$ cat src/rtl/cnn_stream_ctrl.sv
// Multi-channel frame-timing controller: sequences vsync/hsync blanking and
// pixel beats over q_num_ch frames, with back-pressure, continuous mode and stop.
module cnn_stream_ctrl #(
    parameter int W_SIZE       = 12,
    parameter int W_FRAME_SIZE = 2*W_SIZE+1,
    parameter int W_DELAY      = 12,
    parameter int W_CH         = 4
) (
    input  logic                    clk,
    input  logic                    rstn,
    input  logic [W_SIZE-1:0]       q_width,
    input  logic [W_SIZE-1:0]       q_height,
    input  logic [W_DELAY-1:0]      q_vsync_delay,
    input  logic [W_DELAY-1:0]      q_hsync_delay,
    input  logic [W_CH-1:0]         q_num_ch,
    input  logic                    q_continuous,
    input  logic                    q_start,
    input  logic                    q_stop,
    input  logic                    i_ready,
    output logic                    o_ctrl_vsync_run,
    output logic [W_DELAY-1:0]      o_ctrl_vsync_cnt,
    output logic                    o_ctrl_hsync_run,
    output logic [W_DELAY-1:0]      o_ctrl_hsync_cnt,
    output logic                    o_ctrl_data_run,
    output logic [W_SIZE-1:0]       o_row,
    output logic [W_SIZE-1:0]       o_col,
    output logic [W_CH-1:0]         o_ch,
    output logic [W_FRAME_SIZE-1:0] o_data_count,
    output logic                    o_end_line,
    output logic                    o_end_frame,
    output logic                    o_busy,
    output logic                    o_done
);

    localparam logic [2:0] IDLE  = 3'd0;
    localparam logic [2:0] VSYNC = 3'd1;
    localparam logic [2:0] HSYNC = 3'd2;
    localparam logic [2:0] DATA  = 3'd3;
    localparam logic [2:0] DONE  = 3'd4;

    logic [2:0]              state_q, state_d;
    logic                    startPrev_q;
    logic                    stop_q, stop_d;
    logic [W_SIZE-1:0]       width_q, height_q;
    logic [W_DELAY-1:0]      vsDly_q, hsDly_q;
    logic [W_CH-1:0]         numCh_q;
    logic                    cont_q;
    logic [W_DELAY-1:0]      vsCnt_q, vsCnt_d;
    logic [W_DELAY-1:0]      hsCnt_q, hsCnt_d;
    logic [W_SIZE-1:0]       row_q, row_d;
    logic [W_SIZE-1:0]       col_q, col_d;
    logic [W_CH-1:0]         ch_q, ch_d;
    logic [W_FRAME_SIZE-1:0] dataCount_q, dataCount_d;

    logic       startEdge, cfgValid, loadCfg;
    logic       beat, lastCol, lastRow, endLine, endFrame, stopNow;
    logic [2:0] frameStart, lineStart;

    assign startEdge  = q_start & ~startPrev_q;
    assign cfgValid   = (q_width != '0) && (q_height != '0) && (q_num_ch != '0);
    assign loadCfg    = (state_q == IDLE) && startEdge && cfgValid;
    assign beat       = (state_q == DATA) && i_ready;
    assign lastCol    = (col_q == width_q - W_SIZE'(1));
    assign lastRow    = (row_q == height_q - W_SIZE'(1));
    assign endLine    = beat && lastCol;
    assign endFrame   = endLine && lastRow;
    assign stopNow    = stop_q | q_stop;
    assign lineStart  = (hsDly_q != '0) ? HSYNC : DATA;
    assign frameStart = (vsDly_q != '0) ? VSYNC : lineStart;

    // Next-state logic; zero-length blanking windows are skipped entirely.
    always_comb begin
        state_d     = state_q;
        vsCnt_d     = vsCnt_q;
        hsCnt_d     = hsCnt_q;
        row_d       = row_q;
        col_d       = col_q;
        ch_d        = ch_q;
        dataCount_d = dataCount_q;
        stop_d      = (state_q == IDLE) ? 1'b0 : (stop_q | q_stop);

        case (state_q)
            IDLE: begin
                if (loadCfg) begin
                    if (q_vsync_delay != '0)      state_d = VSYNC;
                    else if (q_hsync_delay != '0) state_d = HSYNC;
                    else                          state_d = DATA;
                end
            end
            VSYNC: begin
                if (vsCnt_q == vsDly_q - W_DELAY'(1)) begin
                    vsCnt_d = '0;
                    state_d = lineStart;
                end else begin
                    vsCnt_d = vsCnt_q + W_DELAY'(1);
                end
            end
            HSYNC: begin
                if (hsCnt_q == hsDly_q - W_DELAY'(1)) begin
                    hsCnt_d = '0;
                    state_d = DATA;
                end else begin
                    hsCnt_d = hsCnt_q + W_DELAY'(1);
                end
            end
            DATA: begin
                if (beat) begin
                    if (lastCol) begin
                        col_d = '0;
                        if (lastRow) begin
                            row_d       = '0;
                            dataCount_d = '0;
                            if ((ch_q < numCh_q - W_CH'(1)) && !stopNow) begin
                                ch_d    = ch_q + W_CH'(1);
                                state_d = frameStart;
                            end else if (cont_q && !stopNow) begin
                                ch_d    = '0;
                                state_d = frameStart;
                            end else begin
                                state_d = DONE;
                            end
                        end else begin
                            row_d       = row_q + W_SIZE'(1);
                            dataCount_d = dataCount_q + W_FRAME_SIZE'(1);
                            state_d     = lineStart;
                        end
                    end else begin
                        col_d       = col_q + W_SIZE'(1);
                        dataCount_d = dataCount_q + W_FRAME_SIZE'(1);
                    end
                end
            end
            DONE: begin
                ch_d    = '0;
                state_d = IDLE;
            end
            default: state_d = IDLE;
        endcase
    end

    always_ff @(posedge clk) begin
        if (!rstn) begin
            state_q     <= IDLE;
            startPrev_q <= 1'b0;
            stop_q      <= 1'b0;
            width_q     <= '0;
            height_q    <= '0;
            vsDly_q     <= '0;
            hsDly_q     <= '0;
            numCh_q     <= '0;
            cont_q      <= 1'b0;
            vsCnt_q     <= '0;
            hsCnt_q     <= '0;
            row_q       <= '0;
            col_q       <= '0;
            ch_q        <= '0;
            dataCount_q <= '0;
        end else begin
            state_q     <= state_d;
            startPrev_q <= q_start;
            stop_q      <= stop_d;
            vsCnt_q     <= vsCnt_d;
            hsCnt_q     <= hsCnt_d;
            row_q       <= row_d;
            col_q       <= col_d;
            ch_q        <= ch_d;
            dataCount_q <= dataCount_d;
            if (loadCfg) begin
                width_q  <= q_width;
                height_q <= q_height;
                vsDly_q  <= q_vsync_delay;
                hsDly_q  <= q_hsync_delay;
                numCh_q  <= q_num_ch;
                cont_q   <= q_continuous;
            end
        end
    end

    assign o_ctrl_vsync_run = (state_q == VSYNC);
    assign o_ctrl_vsync_cnt = vsCnt_q;
    assign o_ctrl_hsync_run = (state_q == HSYNC);
    assign o_ctrl_hsync_cnt = hsCnt_q;
    assign o_ctrl_data_run  = beat;
    assign o_row            = row_q;
    assign o_col            = col_q;
    assign o_ch             = ch_q;
    assign o_data_count     = dataCount_q;
    assign o_end_line       = endLine;
    assign o_end_frame      = endFrame;
    assign o_busy           = (state_q != IDLE);
    assign o_done           = (state_q == DONE);

endmodule

$ cat config.mk
export PLATFORM = sky130hd
export DESIGN_NAME = cnn_stream_ctrl
export DESIGN_NICKNAME = d
export VERILOG_FILES = /design/src/rtl/cnn_stream_ctrl.sv
export SDC_FILE = /design/constraint.sdc
export NUM_CORES = 1
export LEC_CHECK = 0
export BUFFER_PORTS_ARGS = -buffer_cell sky130_fd_sc_hd__buf_4
export CAP_MARGIN = 0
export CORE_UTILIZATION = 60
export CTS_CLUSTER_SIZE = 16
export DETAILED_ROUTE_END_ITERATION = 16
export GPL_TIMING_DRIVEN = 0
export PLACE_DENSITY = 0.84
export SLEW_MARGIN = 20
export SYNTH_ARGS = -nofsm -noshare
export SYNTH_HDL_FRONTEND = slang
export SYNTH_SLANG_ARGS = --single-unit
$ cat constraint.sdc
create_clock -name clk -period 6.8 [get_ports clk]
set_input_delay 0 -clock clk [delete_from_list [all_inputs] [get_ports clk]]
set_output_delay 0 -clock clk [all_outputs]
set_load 0.005 [all_outputs]
==> results of run 1 <==
[power by group through the flow]
stage          sequential, uW  combinational, uW  clock (uW)
3_5_place_dp              940                710           0
6_report                  932                771         930
3_3_place_gp              937                693           0
2_1_floorplan             919                547           0
4_1_cts                   926                748         923
5_1_grt                   938                841         966
[through the flow]
| step | std cells | worst slack (ps) |
|---|---|---|
| floorplan | 894 | 4260 |
| global placement | 1202 | 3750 |
| detailed placement | 1202 | 3720 |
| CTS | 1290 | 3630 |
| global route | 1290 | 3310 |
| finish | 1290 | 3450 |
[cell usage after synthesis (3+ instances only)]
cell type / count
o221ai_1: 3
ha_1: 15
o21ai_0: 26
nor4b_1: 5
mux2_2: 4
or4b_2: 3
nor4_1: 20
nand4b_1: 5
nor3_1: 24
nand4_1: 27
buf_1: 6
a211oi_1: 3
nor2b_1: 6
xnor2_1: 51
nand2_1: 62
nand3_1: 45
mux2i_1: 59
o31ai_1: 3
a22oi_1: 3
and4_1: 7
inv_1: 24
or3_1: 10
dfxtp_1: 135
o21ai_2: 3
buf_2: 6
clkbuf_1: 22
a31oi_1: 10
and3_1: 18
or4_1: 3
nand2b_1: 4
o211ai_1: 6
and2_1: 10
xor2_1: 64
nor2_1: 140
a21oi_1: 19
[worst paths after layout]
check / to / slack (ps) / depth (start not counted)
setup / recovery: o_col[9]$_SDFFE_PN0P_ / 3450 / 9
hold / removal: state_q[0]$_SDFFE_PN0P_ / 190 / 3
setup reg to reg: o_col[9]$_SDFFE_PN0P_ / 3450 / 9
hold reg to reg: o_data_count[24]$_SDFFE_PN0P_ / 490 / 2
[logic make-up after synthesis]
family                     count (synthesis)
buffers and inverters                     61
AOI/OAI and AO/OA                         97
adders and majority gates                 15
DFF                                      135
muxes                                     63
and+or+nand+nor                          407
xor gates and xnor gates                 116
[what timing repair did]
item                                    CTS  global route
endpoints found under the hold margin    56             0
hold buffers                             56             0
endpoints found under the setup margin    0             0
[sequential cells by signal, summed over array words and instances (netlist names)]
| signal | cells |
|---|---|
| o_data_count | 25 |
| height_q | 12 |
| hsDly_q | 12 |
| o_col | 12 |
| o_ctrl_hsync_cnt | 12 |
| o_ctrl_vsync_cnt | 12 |
| o_row | 12 |
| vsDly_q | 12 |
| width_q | 12 |
| numCh_q | 4 |
| o_ch | 4 |
| state_q | 3 |
| cont_q | 1 |
| startPrev_q | 1 |
| stop_q | 1 |
[metal layers]
layer  share of wire [%]  track usage (%)
met5                   0                0
met2                  49             58.1
met4                 4.2             18.7
met3                 6.6             7.12
met1                  41             41.6
[area by class of cell]
cell class | count | area [sq um]
sequential | 135 | 2700
clock buffer | 19 | 433
timing repair buffer | 196 | 1610
clock inverter | 13 | 156
buffer | 35 | 146
tap | 168 | 210
multi-input combinational | 698 | 4560
fill | 781 | 2190
inverter | 26 | 97.6
[critical path, cell delays in order, from the launching register on]
cell,delay (ps)
dfxtp_1,400
nor3_1,600
and4_1,320
a211oi_1,90
o21ai_1,400
nand4_1,360
clkbuf_1,360
nand2_1,210
clkbuf_1,380
nor2_1,100
==> flow_summary.toml, run 1 <==
[yosys]
synth_mux_area_share_pct = 8.47
synth-compound-area-share_pct = 8.38
ys.flop_type = "dfxtp_1"
synthXorXnorAreaFrac_pct = 13.7
synth-seq-area-share_pct = 36.0
async_flop_share_pct = 0
synthAdderAreaFrac_pct = 2.50
yosysTopAreaCell = "dfxtp_1"
synthTopCellsByArea = "dfxtp_1, mux2i_1, xor2_1"
synth_seq_cells = 135
yosys.area_share.simple_pct = 27.7
ys_types = 68
avgSynthCellArea_sq_um = 8.40
synthCells = 894
yosys_warnings = 0
synth_edf_count = 0
synth_top_area_share_pct = 36.0
syn_nets = 967
synth_area_sq_um = 7510
synth_top_family_by_area = "simple AND/OR/NAND/NOR gates"

[job]
maxCapViolations = 0

[sta]
drv_slew = 0
fmax_mhz = 299
rsz0062_at_grt = "false"
skew_ps = 8.34
hold_ws_ps = 185
tightestPinTransition_ps = 909
final.min_clock_period_ps = 3350
relSlewSlack_pct = 39.4
fin_setup_tns_ps = 0
min_period_over_period_pct = 49.2
finalHoldViolCount = 0
finalSetupViolations = 0

[worst_setup_path]
cp_max_fo = 10
critical_path_class = "flip-flop to flip-flop"
critPathCaptureType = "flip-flop"
worstPathArrival_ps = 3650
crit_required_ps = 7100
r2r_start = "width_q[6]$_SDFFE_PN0P_"
startpoint_type = "flip-flop"
startpoint = "width_q[6]$_SDFFE_PN0P_"

[global_routing]
grt_pass1_wl_um = 35100
grt_pass1_vias = 7122
antenna_found_initial = 0
grt_max_degree = 17
grt_overflow = 0
grtUsageTotal_pct = 34.6

[power]
power_density_nw_per_um2 = 266
irDropWorstVdd_mv = 0.199
total_power_uw = 2630
p_clk_share_pct = 35.3
power_leakage_uw = 0.00429
combPwrFrac_pct = 29.3
switching_share_pct = 32.5
p_int_uw = 1780
p_switching_uw = 855
power_frac_seq_pct = 35.4

[place]
gp_congestion = 0.937
port-buffer-count = 140
place_area_sq_um = 8770
hpwlAfterDp_um = 14300

[cells_and_area]
design_area_sq_um = 9920
antenna_cells = 0
synthToLayoutAreaGrowth_pct = 32.1
fin_nets = 1182
drive_above_1_share_pct = 17.8
final_cell_mix = "nor2_1, buf_4, dfxtp_1"
final_util_pct = 81.9

[clock_network]
clockBufferDepth = 2
clk_pin_slew_worst_paths_ps = 60
clk_latency_ps = 430
cts_tree = "built"
cts-root-buf = "clkbuf_16"
cts_made_buffers = 17
cts_sinks = 135
h-tree-depth = 4
cts_setup_buffers = 0
ctsResizeCount = 0

[route]
wl_per_cell_um = 17.0
vias = 7526
ant_nets = 0
routed_wl_um = 21900
drtIter0Drc = 579
firstDrtPassIters = 7
vias_per_cell = 5.83
drc_errors = 0

[min_path]
min_from = "rstn"
hold_path_class = "input pin to flip-flop"

[die]
fp.dieW_um = 114
die-area_sq_um = 13000
ios = 142
die_h_um = 114
std_cell_rows = 40
coreArea_sq_um = 12100
start_util_pct = 62.0

[run_status]
status = "completed"
(Power assumes the default switching activity.)
==> inputs of run 2 (changes only) <==
CORE_UTILIZATION = 56   (was 60)
PLACE_DENSITY = 0.79   (was 0.84)
clock period = 3.46 ns   (was 6.8 ns; I/O delays follow)
==> flow_summary.toml, run 2 (synthesized netlist as in run 1, its figures left out) <==
[run_status]
status = "completed"

[clock_network]
cts_tree = "built"
cts_made_buffers = 17
clk_pin_slew_worst_paths_ps = 60
cts-root-buf = "clkbuf_16"
clk_latency_ps = 430
h-tree-depth = 4
clockBufferDepth = 2
cts_setup_buffers = 0
cts_sinks = 135

[global_routing]
grt_max_degree = 17
antenna_found_initial = 0
grtUsageTotal_pct = 31.3
grt_overflow = 0
grt_pass1_wl_um = 34800
grt_pass1_vias = 7029

[cells_and_area]
fin_nets = 1181
design_area_sq_um = 10000
largest_reg_flops = 25
drive_above_1_share_pct = 17.9
final_cell_mix = "nor2_1, buf_4, dfxtp_1"
synthToLayoutAreaGrowth_pct = 33.4
antenna_cells = 0

[power]
power_leakage_uw = 0.00433
power_density_nw_per_um2 = 540
irDropWorstVdd_mv = 0.350

[route]
drtIter0Drc = 680
ant_nets = 0
vias = 7450
routed_wl_um = 21500
wl_per_cell_um = 16.7
firstDrtPassIters = 5
drc_errors = 0
vias_per_cell = 5.76

[die]
die_h_um = 118
std_cell_rows = 41
fp.dieW_um = 118
start_util_pct = 58.5
coreArea_sq_um = 12800
ios = 142
die-area_sq_um = 13900

[worst_setup_path]
critical_path_class = "flip-flop to flip-flop"
cp_max_fo = 10
slowest_delay_ps = 480
worstPathArrival_ps = 3570
crit_chain = "inv_1 > ha_1 > clkbuf_1 > nand2_1 > nor4_1 > a21o_1 > or4bb_1 > nand4b_1 > o21ai_4 > buf_2 > nor2_1"
r2r_slack_ps = 190
slowest_stage = "or4bb_1"
worst-path-buf-inv = 3
startpoint_type = "flip-flop"
critical_path.top_delay_family = "simple AND/OR/NAND/NOR gates"
crit_required_ps = 3770
critPathCaptureType = "flip-flop"

[sta]
fin_setup_tns_ps = 0
drv_slew = 0
skew_ps = 7.75
finalSetupViolations = 0
finalHoldViolCount = 0
rsz0062_at_grt = "true"
relSlewSlack_pct = 38.9
tightestPinTransition_ps = 917
min_period_over_period_pct = 94.4
fmax_mhz = 306
final.min_clock_period_ps = 3270

[place]
hpwlAfterDp_um = 14600
gp_congestion = 0.940
port-buffer-count = 140
place_area_sq_um = 8770

[min_path]
hold_path_class = "input pin to flip-flop"

[job]
maxCapViolations = 0
-- run 2: cell count changes in the layout (fill, tap and decap cells not counted) --
cell,previous run,this run
o21ai_2,3,2
inv_6,0,1
clkinvlp_4,2,0
clkinv_2,5,3
clkbuf_1,24,22
clkinv_4,3,2
clkbuf_8,0,2
bufinv_16,3,6
o21ai_4,0,1
-- run 2: per-layer routing --
metal,global-route usage (%),vias to the layer above,share of wire [%]
li1,-,3585,-
met1,39.4,3510,43
met2,52.1,303,48
met3,5.77,52,6.2
met4,13.5,0,2.8
met5,0,-,0
-- run 2: path summary, 6_finish.rpt --
kind	endpoint	startpoint	depth (start not counted)
max	o_data_count[4]$_SDFFE_PN0P_	height_q[0]$_SDFFE_PN0P_	11
min	state_q[0]$_SDFFE_PN0P_	rstn	3
max reg2reg	o_data_count[4]$_SDFFE_PN0P_	height_q[0]$_SDFFE_PN0P_	11
min reg2reg	cont_q$_SDFFE_PN0P_	cont_q$_SDFFE_PN0P_	2
-- run 2: area by class of cell --
| cell class | instances | area (sq um) |
|---|---|---|
| multi-input cells | 698 | 4570 |
| clock buffers | 20 | 457 |
| flip-flops and latches | 135 | 2700 |
| clock inverters | 12 | 221 |
| repair buffers | 196 | 1610 |
| plain buffers | 34 | 143 |
| well taps | 172 | 215 |
| fillers | 899 | 2810 |
| inverters | 26 | 97.6 |
-- run 2: metrics by stage --
step | instances | util (%) | hold slack (ps) | power, uW | setup slack [ps]
floorplan | 894 | - | 122 | 2880 | 921
CTS | 1294 | 78.1 | 156 | 5390 | 279
global placement | 1206 | 68.4 | 214 | 3210 | 376
detailed placement | 1206 | 68.4 | 221 | 3250 | 323
global route | 1293 | 78.1 | 220 | 5650 | 0.762
finish | 1293 | 78.1 | 201 | 5410 | 194
-- run 2: report_power, final --
group	switching [uW]	total, uW	internal (uW)	leakage, uW
logic	798	1500	700	0.00291
clock network	701	2090	1390	0.000334
registers	155	1820	1670	0.00109
total	1650	5410	3760	0.00433
-- run 2: tightest hold or removal path, delay by kind of cell --
| family | cells | cell delay [ps] |
|---|---|---|
| mux | 1 | 70 |
| buf+inv | 1 | 310 |
| compound gates | 1 | 180 |
-- run 2: timing repair --
item,4_1_cts,5_1_grt
gates resized for setup,0,1
endpoints found under the setup margin,0,17
hold buffers,56,0
hold endpoints to repair,56,0
